--- src/rtl/bcd_gray_arb.sv ---
// bcd_gray_arb
//   Two requesters share one BCD-to-Gray converter. The converted digit sits
//   in a one-entry output register until the consumer takes it. A round-robin
//   pointer decides between the requesters when both present a digit. The
//   register is refilled in the same cycle it drains, so there is no bubble.
//
// Parameters
//   CNT_W       width of the consumed-result counter (conv_count)
//
// Ports
//   clk, rst_n          clock; asynchronous active-low reset
//   reqN_valid/_bcd     requester N presents a 4-bit BCD digit
//   reqN_ready          requester N's digit is taken this cycle (combinational)
//   out_valid/out_ready result handshake toward the consumer
//   out_gray            Gray code of the held digit
//   out_src             requester index that supplied the held digit
//   out_err             held digit was outside 0..9 (only with the check build)
//   conv_count          results consumed, modulo 2^CNT_W
//
// Build option
//   BCD_GRAY_ARB_CHECK_EN  when defined, out_err flags digits 10..15;
//                          otherwise out_err is tied to 0 and no range check
//                          exists.
module bcd_gray_arb #(
  parameter int CNT_W = 8
) (
  input  logic             clk,
  input  logic             rst_n,
  input  logic             req0_valid,
  input  logic [3:0]       req0_bcd,
  output logic             req0_ready,
  input  logic             req1_valid,
  input  logic [3:0]       req1_bcd,
  output logic             req1_ready,
  output logic             out_valid,
  input  logic             out_ready,
  output logic [3:0]       out_gray,
  output logic             out_src,
  output logic             out_err,
  output logic [CNT_W-1:0] conv_count
);

  localparam logic [0:0] EMPTY = 1'b0;
  localparam logic [0:0] FULL  = 1'b1;

  function automatic logic [3:0] bcd2gray(input logic [3:0] b);
    return {b[3], b[3] ^ b[2], b[2] ^ b[1], b[1] ^ b[0]};
  endfunction

  logic [0:0]       state_p1;
  logic             last_p1;
  logic [3:0]       gray_p1;
  logic             src_p1;
  logic [CNT_W-1:0] cnt_p1;

  logic       can_load;
  logic       sel;
  logic       accept;
  logic       drain;
  logic [3:0] bcd_sel;

  // Stage 0: arbitration and conversion, all combinational
  always_comb begin
    can_load = (state_p1 == EMPTY) || out_ready;
    // With both valid the requester not served last wins; otherwise the
    // single valid one wins (sel = req1_valid also covers "none valid").
    sel      = (req0_valid && req1_valid) ? ~last_p1 : req1_valid;
    accept   = can_load && (req0_valid || req1_valid);
    drain    = (state_p1 == FULL) && out_ready;
    bcd_sel  = sel ? req1_bcd : req0_bcd;
  end

  assign req0_ready = accept && !sel;
  assign req1_ready = accept && sel;

  // Stage 1: output register, grant pointer and consumed counter
  always_ff @(posedge clk or negedge rst_n) begin
    if (!rst_n) begin
      state_p1 <= EMPTY;
      last_p1  <= 1'b1;
      gray_p1  <= 4'd0;
      src_p1   <= 1'b0;
    end else if (accept) begin
      state_p1 <= FULL;
      last_p1  <= sel;
      gray_p1  <= bcd2gray(bcd_sel);
      src_p1   <= sel;
    end else if (drain) begin
      state_p1 <= EMPTY;
    end
  end

  always_ff @(posedge clk or negedge rst_n) begin
    if (!rst_n) begin
      cnt_p1 <= '0;
    end else if (drain) begin
      cnt_p1 <= cnt_p1 + CNT_W'(1);
    end
  end

`ifdef BCD_GRAY_ARB_CHECK_EN
  function automatic logic bcd_invalid(input logic [3:0] b);
    return b > 4'd9;
  endfunction

  logic err_p1;

  always_ff @(posedge clk or negedge rst_n) begin
    if (!rst_n) begin
      err_p1 <= 1'b0;
    end else if (accept) begin
      err_p1 <= bcd_invalid(bcd_sel);
    end
  end

  assign out_err = err_p1;
`else
  assign out_err = 1'b0;
`endif

  assign out_valid  = (state_p1 == FULL);
  assign out_gray   = gray_p1;
  assign out_src    = src_p1;
  assign conv_count = cnt_p1;

endmodule
--- config.mk ---
export PLATFORM = sky130hd
export DESIGN_NAME = bcd_gray_arb
export DESIGN_NICKNAME = d
export VERILOG_FILES = /design/src/rtl/bcd_gray_arb.sv
export SDC_FILE = /design/constraint.sdc
export NUM_CORES = 1
export LEC_CHECK = 0
export BUFFER_PORTS_ARGS = -buffer_cell sky130_fd_sc_hd__buf_2
export CORE_UTILIZATION = 40
export CTS_BUF_LIST = sky130_fd_sc_hd__clkbuf_4 sky130_fd_sc_hd__clkbuf_8 sky130_fd_sc_hd__clkbuf_16
export CTS_CLUSTER_DIAMETER = 80
export DETAILED_ROUTE_END_ITERATION = 6
export PLACE_DENSITY = 0.65
export SLEW_MARGIN = 20
export SYNTH_ARGS = -nofsm -noshare
export SYNTH_HDL_FRONTEND = slang
export SYNTH_SLANG_ARGS = --single-unit
--- constraint.sdc ---
create_clock -name clk -period 3.06 [get_ports clk]
set_input_delay 0 -clock clk [delete_from_list [all_inputs] [get_ports clk]]
set_output_delay 0 -clock clk [all_outputs]
set_load 0.05 [all_outputs]
---- Word-level counts from Yosys, hierarchy flattened ----
Index checks and enable logic that the tools add are counted.
storage, ports and cells
  bits of input ports ..................... 13
  word-level logic and storage cells ...... 24
  flip-flop bits (word level) ............. 15
operators by class
  bitwise operators ....................... 5
  multiplexer cells ....................... 4
  reductions and logical operators ........ 9
  add/sub/neg operators ................... 1
operators with widths
  operator                                      count
  adder 8 x 1 -> 8 bit (second input constant)  1
  logical AND 1 bit                             5
  two-way mux 4 bit                             1
  two-way mux 1 bit                             3
  bitwise XOR 1 bit                             3
  logical OR 1 bit                              2
  NOT 1 bit                                     2
  nonzero test 2 bit                            1
  zero test 1 bit                               1

---- Longest topological paths before layout ----
Gate-level depths: netlist of run 1.
  word-level depth ........................ 4
  depth in mapped cells ................... 4
  depth with buffers taken out ............ 3

---- Worst setup path after synthesis of run 1 ----
No wires, ideal clock.
  kind .................................... register to output
  start ................................... reg state_p1 (netlist: out_valid)
  end ..................................... out req0_ready
  cell stages (with the launch flop) ...... 4
  buffers on the path ..................... 0
  data arrival time ....................... 1.582 ns
  data required time ...................... 3.060 ns
  setup slack ............................. 1.478 ns
  cells stage by stage .................... dfrtp_1 > nand2b_1 > o21ai_0 > nor2_1
on the way
  word-level cells in the longest chain between the ends .. 4
ends and longest elaborated chain
  element                 RTL line  RTL
  start, declared         50        logic [0:0] state_p1;
  start signal, assigned  79        state_p1 <= EMPTY;
  start signal, assigned  84        state_p1 <= FULL;
  start signal, assigned  89        state_p1 <= EMPTY;
  NOT 1 bit               64        can_load = (state_p1 == EMPTY) || out_ready;
  logical OR 1 bit        64
  logical AND 1 bit       68        accept = can_load && (req0_valid || req1_valid);
  logical AND 1 bit       73        assign req0_ready = accept && !sel;
  end, declared           31        output logic req0_ready,
Every way passes these cells.

---- Worst setup path after layout of run 1 ----
  start ................................... in req0_valid
  end ..................................... out req1_ready
on the way
  word-level cells in the longest chain between the ends .. 3
  elaborated cells on any way between the ends .. 5
ends and longest elaborated chain
  element                                                 RTL line  RTL
  start, declared                                         29        input logic req0_valid,
  logical AND 1 bit or logical OR 1 bit (tied branches)   67, 68
  two-way mux 1 bit or logical AND 1 bit (tied branches)  67, 68
  logical AND 1 bit (*)                                   74        assign req1_ready = accept && sel;
  end, declared                                           34        output logic req1_ready,
Every way passes the cells marked *; elsewhere a longest branch is shown, timed or not.

==> impl_results.md, run 1 <==
* Final TNS setup at 0 ns
* Pre-CTS setup slack at 1.75 ns
* Relative contribution of sequential cells to total power at 37.4%
* Combinational power share at 48.1%
* R2R Setup Slk at 1.74 ns
* Largest fanout on the critical path at 6
* Clock network fraction of design power at 14.6%
* TritonCTS clock tree: built
* Largest net degree at the start of global routing at 16
* Drt drc at 0
* Die Wd at 45.4 µm
* Status: completed
* Peak VDD IR at 0.580 mV
* Dominant cells by area after synthesis: dfrtp_1 (47%), xnor2_1 (14%), mux2_2 (4.5%)
* Vias in the first global route at 502
* Average detailed-routed wire length per instance at 10.6 µm
* Number of vias after detailed routing at 569
* Critical Path Source: req0_valid
* Clock latency on the worst-skew pair at 0.28 ns
* Leakage power at 0.467 nW
* Instance area after placement at 911 µm²
* Starting density of the core at 43.1%
* Number of nets in the finished design at 109
* Period minus WS final at 1.40 ns
* CP Capture Type: primary output
* Part of the Yosys area used for sequential elements at 50.1%
* Path category of the worst min-delay check: in2reg
* Worst reg2reg startpoint: last_p1
* Pwr Density at 873 nW/µm²
* Biggest area consumer among synthesized cells: dfrtp_1
* Number of antenna cells inserted at 0
* Top-level port count at 30
* Met2 routed wirelength at 599 µm
* Category of the most critical setup path: in2out
* Worst path arrival time at 1.40 ns
* Resize count post-CTS at 0
* Number of vias per cell at 4.78
* Detailed-router iteration count before antenna repair at 4
* Highest routing layer actually used: met3
* Ratio of final minimum period to clock period at 45.6%
* Count of endpoints failing setup in the final report at 0
* Post-synthesis average cell area at 12.3 µm²
* Congestion Overflow GR at 0
* CTS max path bufs at 2
* First-pass GRT wire length at 2.06 mm
* Reg2reg path depth at 3
* Post-route setup slack at 1.66 ns
* Syn_nets at 75
* Violation count after the first detailed-route iteration at 9
* Yosys warning count at 0
* Required time worst endpoint at 3.06 ns
* Count of mapped cells out of synthesis at 61
* Capturing element of the worst setup path: req1_ready
* Final Cell Area at 971 µm²
* Met3 wire length at 59 µm
* Most used cell along the critical path: buf_2
* Total Routing Usage GR at 14.3%
* Design internal power at 439 µW
* Sw Pwr at 408 µW
* Count of hold-fix buffers inserted at cts at 3
* Setup bufs post-CTS at 0
* Utilization after layout at 55.6%
* Area of the core at 1750 µm²
* M1 WL at 600 µm
* FMAX at 0.717 GHz
* Initial antenna violation count at 0
* Clk pin slew, worst setup/hold paths at 0.09 ns
* Die Y-Extent at 45.4 µm
* Cell area after technology mapping at 752 µm²
* Sink Count at 15
* Netlist cell types at 25
* Slowest cell delay on critical path at 0.53 ns
* Flop and latch count out of synthesis at 15
* Routability cong. at 0.707
* Num rows at 15
* Multi-input logic area at 363 µm²
* Inserted Clock Buffers at 3
* Clock skew after layout at 0.00446 ns
* Routed Wire Length at 1.26 mm
* Kind of start point of the critical path: primary input
* Sequence of cells on the critical path: dlygate4sd3_1, buf_2, a21boi_4, and2_2, buf_2
* Pins Over Slew Limit at 0
* Top cell type's share of synthesized area at 46.6%
* Post-synthesis to final-layout area growth at 29.1%
* Number of max-capacitance violations reported at 0
* Share of post-route cells with drive strength above 1 at 43.6%
* End of the worst register-to-register path: out_gray[3]
* Final number of hold-violating endpoints at 0
* Maximum level of the CTS H-tree at 1
* Full die area at 2060 µm²
* Number of port buffers at 28
* Combined flip-flop and latch cell area at 377 µm²
* Switching part of the total at 48.2%
* Fillers at 173
* Slowest CP cell: dlygate4sd3_1
* Unrepaired setup endpoints after global routing: no
* HPWL after DPL at 964 µm
* Residual antenna-violating net count after detailed routing at 0
* Buffer type at the clock tree root: clkbuf_4
* Final-layout worst hold slack at 0.0970 ns
==> through the flow <==
step	instances	total power, mW
2_1_floorplan	61	0.632
3_3_place_gp	112	0.725
3_5_place_dp	112	0.729
4_1_cts	119	0.857
5_1_grt	119	0.892
6_report	119	0.848
==> power groups by stage <==
stage	registers, mW	logic (mW)	clock network, mW
finish	0.317	0.407	0.123
global route	0.327	0.431	0.135
CTS	0.318	0.411	0.127
detailed placement	0.321	0.408	0
global placement	0.320	0.405	0
floorplan	0.513	0.118	0
==> how the worst min path moves through the flow <==
| stage | start | to | cells past startpoint | slack [ns] |
|---|---|---|---|---|
| final | out_ready | out_valid | 3 | 0.1 |
| after detailed placement | rst_n | conv_count[7] | 1 | -0.08 |
| after floorplan | rst_n | conv_count[0] | 0 | -0.30 |
| after CTS | req0_bcd[3] | out_gray[3] | 3 | 0.09 |
| after global placement | rst_n | conv_count[7] | 1 | -0.07 |
| after global routing | req0_bcd[3] | out_gray[3] | 3 | 0.11 |
==> critical path, delay by kind of cell <==
kind / cells / cell delay [ns]
AND/OR/NAND/NOR: 1 / 0.19
AO/OA/AOI/OAI: 1 / 0.26
buffers and inverters: 3 / 0.94
==> cells by family after synthesis <==
logic type	synth area share, %
buf+inv	1.66
other cells	0.499
fa+ha+maj	1.66
xor+xnor	15.1
flops	50.1
simple gates	10.2
compound gates	6.82
mux	14.0
==> synthesized netlist by cell type <==
cell type	count
buf_4	1
a31oi_1	1
nand2b_1	1
conb_1	1
and3_1	2
buf_2	1
o21a_2	1
xor2_1	1
a21boi_4	1
o21ai_0	1
a21oi_1	1
xnor2_1	12
mux2_1	1
ha_1	1
nor2_1	2
mux2_4	2
dfrtp_1	14
mux2_2	3
dfstp_2	1
and2_2	1
nand2_1	3
nand4_1	4
mux2i_1	3
and2_1	1
a21o_1	1
==> layout by cell type, fill, tap and decap left out <==
cell           instances
nand2_1                3
a21o_1                 1
mux2i_1                3
o21a_2                 1
conb_1                 1
nand4_1                4
dfstp_2                1
o21ai_0                1
mux2_1                 1
dlygate4sd3_1          3
and2_2                 1
nor2_1                 2
clkbuf_4               4
and3_1                 2
a21oi_1                1
buf_2                 28
ha_1                   1
a31oi_1                1
nand2b_1               1
dfrtp_1               14
and2_1                 1
mux2_2                 3
xnor2_1               12
mux2_4                 2
a21boi_4               1
xor2_1                 1
==> sequential cells by signal (all words and copies together) (netlist names) <==
signal	cells
last_p1	1
out_gray	4
out_src	1
out_valid	1
conv_count	8
==> cell type report <==
cell class	count	area share, %
tap	25	3.22
sequential	15	38.8
multi-input combinational	44	37.4
timing repair buffer	31	17.5
clock buffer	4	3.09
==> per-layer routing <==
metal	vias to the layer above	GRT usage, %
met5	-	0
met1	278	19.0
li1	275	-
met2	16	21.4
met4	0	7.27
met3	0	3.60
No activity file was read; power rests on OpenSTA's default activity.
==> run 2: changes to the inputs <==
PLACE_DENSITY = 0.68   (was 0.65)
clock period = 1.2 ns   (was 3.06 ns; I/O delays follow)
==> run 2 against run 1 <==
Compared with the run above: the flow now finishes with violations (negative setup slack); largest power group unchanged; highest routed layer is now met4; register-to-register slack got worse by 1.8 ns; largest cell class unchanged; non-clock buffer count increased by 3; clock-buffer cell count unchanged; setup slack got worse by 1.8 ns.
==> impl_results.md, run 2 (synthesis gave the netlist of run 1 again) <==
* Final Cell Area at 1040 µm²
* Leakage power at 0.492 nW
* Utilization after layout at 59.6%
* Worst path arrival time at 1.33 ns
* Vias in the first global route at 565
* Buffer type at the clock tree root: clkbuf_4
* Leading cell type in the layout, fill and taps excluded: buf_2
* Post-synthesis to final-layout area growth at 38.3%
* Met3 routing resource usage after global routing at 4.80%
* GR Layer Usage met2 at 24.3%
* End of the worst register-to-register path: out_gray[3]
* Final TNS setup at -0.470 ns
* Commonest non-fill, non-tap cells in the layout: buf_2 (26), xnor2_1 (12), dfrtp_2 (7), dfrtp_1 (7)
* R2R Setup Slk at -0.09 ns
* Violation count after the first detailed-route iteration at 2
* Number of max-capacitance violations reported at 0
* HPWL after DPL at 1.09 mm
* Drt drc at 0
* Busiest grt layer: met1
* Largest fanout on the critical path at 3
* Sink Count at 15
* Full die area at 2060 µm²
* Top-level port count at 30
* Area of the core at 1750 µm²
* Maximum level of the CTS H-tree at 1
* Congestion Overflow GR at 0
* Clock latency on the worst-skew pair at 0.27 ns
* Average detailed-routed wire length per instance at 12.0 µm
* Detailed-router iteration count before antenna repair at 4
* TritonCTS clock tree: built
* Status: finished, violations left
* Worst reg2reg startpoint: last_p1
* Num rows at 15
* Share of post-route cells with drive strength above 1 at 56.7%
* Total Routing Usage GR at 17.6%
* Routed Wire Length at 1.46 mm
* Pwr Density at 2170 nW/µm²
* Peak VDD IR at 1.20 mV
* Hold Path Cell Cnt at 3
* Required time worst endpoint at 1.20 ns
* Pins Over Slew Limit at 0
* Number of vias after detailed routing at 586
* Category of the most critical setup path: reg2out
* Kind of start point of the critical path: flip-flop
* Clock skew after layout at 0.00345 ns
* CTS max path bufs at 2
* Largest net degree at the start of global routing at 16
* Clk pin slew, worst setup/hold paths at 0.08 ns
* Residual antenna-violating net count after detailed routing at 0
* GR Util met1 at 24.8%
* Unrepaired setup endpoints after global routing: yes
* Path category of the worst min-delay check: in2reg
* Count of endpoints failing setup in the final report at 6
* Overall Power at 2.25 mW
* Worst hold endpoint: last_p1
* Instance area after placement at 958 µm²
* Number of antenna cells inserted at 0
* Routability cong. at 0.702
* Count of placed standard cells including taps at 115
* Reg2reg path depth at 3
* Inserted Clock Buffers at 3
* Period minus WS final at 1.33 ns
* Number of port buffers at 28
* First-pass GRT wire length at 2.51 mm
* CP Capture Type: primary output
* Slowest CP cell: dfstp_2
* Initial antenna violation count at 0
* Post-route setup slack at -0.128 ns
* Ratio of final minimum period to clock period at 111%
* Violations in the final reports: negative setup slack
* FMAX at 0.753 GHz
* Post-route non-filler standard cell count at 122
* Number of nets in the finished design at 112
* Die Y-Extent at 45.4 µm
* Starting density of the core at 43.1%
* Number of vias per cell at 4.80
* Sequence of cells on the critical path: a21boi_4, buf_6, and2_4, buf_8
* HP Start: req1_valid
* Setup bufs post-CTS at 0
* Number of flip-flops under the largest register name at 8
* Die Wd at 45.4 µm
* Slowest cell delay on critical path at 0.56 ns
* Final number of hold-violating endpoints at 0
run 2: cell count changes in the layout (fill, tap and decap cells not counted), sizes merged:
cell	previous run	this run
buf	28	31
run 2: worst max-delay path by stage:
stage	startpoint	to	slack, ns	cells past startpoint
2_1_floorplan	last_p1	out_gray[3]	-0.08	3
3_3_place_gp	last_p1	out_gray[3]	-0.05	3
3_5_place_dp	last_p1	out_gray[3]	-0.08	3
4_1_cts	last_p1	req1_ready	-0.15	4
5_1_grt	last_p1	req1_ready	-0.18	4
6_report	last_p1	req1_ready	-0.13	4
run 2: metal layers:
| layer | up-vias | wire length [µm] |
|---|---|---|
| met5 | - | 0 |
| met1 | 292 | 677 |
| met2 | 13 | 718 |
| met3 | 2 | 55 |
| li1 | 279 | - |
| met4 | 0 | 12 |
run 2: where the power goes:
part	switching, mW	internal (mW)	leakage [nW]
Combinational	0.757	0.364	0.301
Sequential	0.148	0.684	0.172
Clock	0.150	0.151	0.0184
run 2: what timing repair did:
| action | 4_1_cts | 5_1_grt |
|---|---|---|
| gates resized for setup | 7 | 0 |
| pin swaps | 1 | 1 |
| endpoints found under the setup margin | 7 | 7 |
| hold buffers | 3 | 0 |
| hold endpoints to repair | 17 | 0 |
run 2: per-stage QoR:
stage	setup WS [ns]	hold WS [ns]
finish	-0.128	0.0246
global route	-0.183	0.0228
CTS	-0.146	0.00105
detailed placement	-0.0777	-0.0756
global placement	-0.0475	-0.0810
floorplan	-0.0833	-0.296
run 2: cell type report:
| type | count | area (µm²) |
|---|---|---|
| Fill cell | 171 | 706 |
| Sequential cell | 15 | 385 |
| Multi-Input combinational cell | 44 | 380 |
| Timing Repair Buffer | 34 | 213 |
| Tap cell | 25 | 31.3 |
| Clock buffer | 4 | 30.0 |
run 2: worst max-delay path: cells and delay by family (launching register included):
family | cells | cell delay (ns)
compound gates | 1 | 0.07
simple gates | 1 | 0.16
buf+inv | 2 | 0.26
flops | 1 | 0.56
==> run 3: changes to the inputs <==
PLACE_DENSITY = 0.65   (was 0.68)
SETUP_SLACK_MARGIN = 0.02   (was not set)
clock period = 1.45 ns   (was 1.2 ns; I/O delays follow)
==> run 3 against run 2 <==
Compared with the run above: the flow now finishes without violations; clock-buffer cell count is 1 lower; worst hold slack got worse by 0.011 ns; cell count did not move; global-route usage is 2.6 points lower; die area stayed put; sequential share of layout area grew 0.47 points; total power decreased by 21%; critical path type unchanged.
==> impl_results.md, run 3 (synthesis gave the netlist of run 1 again) <==
* Die Y-Extent at 45.4 µm
* Full die area at 2060 µm²
* Count of endpoints failing setup in the final report at 0
* Final number of hold-violating endpoints at 0
* Relative contribution of sequential cells to total power at 37.5%
* Final Cell Area at 1000 µm²
* Largest net degree at the start of global routing at 16
* Fillers at 167
* Initial antenna violation count at 0
* Die Wd at 45.4 µm
* Clock network fraction of design power at 13.3%
* Final TNS setup at 0 ns
* Utilization after layout at 57.5%
* Number of port buffers at 28
* Number of antenna cells inserted at 0
* Combined flip-flop and latch cell area at 377 µm²
* Largest fanout on the critical path at 5
* Maximum level of the CTS H-tree at 1
* Design internal power at 917 µW
* Pwr Density at 1780 nW/µm²
* Drt drc at 0
* Number of vias after detailed routing at 576
* Category of the most critical setup path: reg2out
* Post-synthesis to final-layout area growth at 33.4%
* Pre-CTS setup slack at 0.131 ns
* Detailed-router iteration count before antenna repair at 4
* Count of placed standard cells including taps at 112
* TritonCTS clock tree: built
* Switching part of the total at 48.7%
* Pins Over Slew Limit at 0
* Violation count after the first detailed-route iteration at 9
* Top-level port count at 30
* Worst path arrival time at 1.35 ns
* Number of max-capacitance violations reported at 0
* Vias in the first global route at 548
* Num rows at 15
* Status: completed
* Area of the core at 1750 µm²
* CP Capture Type: primary output
* Unrepaired setup endpoints after global routing: no
* Average detailed-routed wire length per instance at 11.1 µm
* Routability cong. at 0.707
* Starting density of the core at 43.1%
* Buffer type at the clock tree root: clkbuf_4
* Crit path buffers/inverters at 2
* Number of vias per cell at 4.72
* Post-route setup slack at 0.0991 ns
* Residual antenna-violating net count after detailed routing at 0
* Hold Path Cell Cnt at 3
* CTS max path bufs at 2
* Total Routing Usage GR at 15.0%
* Sequence of cells on the critical path: a21boi_4, buf_4, nor2_2, clkbuf_4
* Kind of start point of the critical path: flip-flop
* Post-route non-filler standard cell count at 122
* Number of flip-flops under the largest register name at 8
* Clk pin slew, worst setup/hold paths at 0.10 ns
* Slowest CP cell: dfstp_2
* Final-layout worst hold slack at 0.0134 ns
* Slowest cell delay on critical path at 0.57 ns
* Number of nets in the finished design at 112
* Clock skew after layout at 0.00784 ns
* Logic depth of the worst path, buffers included at 4
* Routed Wire Length at 1.35 mm
* Overall Power at 1.79 mW
* Sink Count at 15
* Ratio of final minimum period to clock period at 93.2%
* Sw Pwr at 873 µW
* Reg2reg path depth at 3
* Delay-heaviest family, CP: flip-flops
* Multi-input logic area at 373 µm²
* Leading cell type in the layout, fill and taps excluded: buf_2
* Peak VDD IR at 1.23 mV
* Leakage power at 0.487 nW
* Required time worst endpoint at 1.45 ns
* HPWL after DPL at 956 µm
* First-pass GRT wire length at 2.11 mm
* Commonest non-fill, non-tap cells in the layout: buf_2 (27), dfrtp_1 (14), xnor2_1 (12), nand4_1 (4), clkbuf_4 (4)
* Inserted Clock Buffers at 3
* Combinational power share at 49.2%
* Instance area after placement at 913 µm²
* Path category of the worst min-delay check: in2reg
* FMAX at 0.740 GHz
* Congestion Overflow GR at 0
* Share of post-route cells with drive strength above 1 at 47.4%
* Clock latency on the worst-skew pair at 0.28 ns
* Period minus WS final at 1.35 ns
run 3: area by class of cell:
class / instances / area share (%)
Multi-Input combinational cell: 44 / 37.2
Timing Repair Buffer: 34 / 19.5
Tap cell: 25 / 3.12
Clock buffer: 3 / 2.24
Clock inverter: 1 / 0.499
Sequential cell: 15 / 37.5
run 3: worst register-to-register path: stages (launching register included):
cell and delay [ns]:
dfstp_2 0.57, a21boi_4 0.08, mux2_4 0.29, mux2_4 0.25
run 3: power groups by stage:
stage / logic (mW) / registers (mW) / clock network, mW
5_1_grt: 0.931 / 0.692 / 0.268
4_1_cts: 0.874 / 0.670 / 0.252
3_3_place_gp: 0.854 / 0.676 / 0
3_5_place_dp: 0.864 / 0.678 / 0
6_report: 0.880 / 0.671 / 0.239
2_1_floorplan: 0.251 / 1.08 / 0
run 3: worst paths after layout:
kind	startpoint	slack [ns]	to
setup / recovery	last_p1	0.1	req0_ready
max in group asynchronous	rst_n	1.02	last_p1
min in group asynchronous	rst_n	0.14	conv_count[4]
hold reg to reg	conv_count[7]	0.47	conv_count[7]
setup reg to reg	last_p1	0.14	out_gray[3]
hold / removal	out_ready	0.01	last_p1
run 3: layer usage:
metal	track usage, %	up-vias	share of wire [%]
met5	0	-	0
met4	7.88	0	1.0
met3	3.60	2	4.2
met2	24.9	21	51
met1	17.8	272	43
li1	-	281	-
run 3: repair_timing:
| action | 4_1_cts | 5_1_grt |
|---|---|---|
| resized for setup | 0 | 2 |
| endpoints found under the hold margin | 17 | 0 |
| setup endpoints to repair | 0 | 2 |
| buffers inserted | 0 | 3 |
| hold buffers | 3 | 0 |
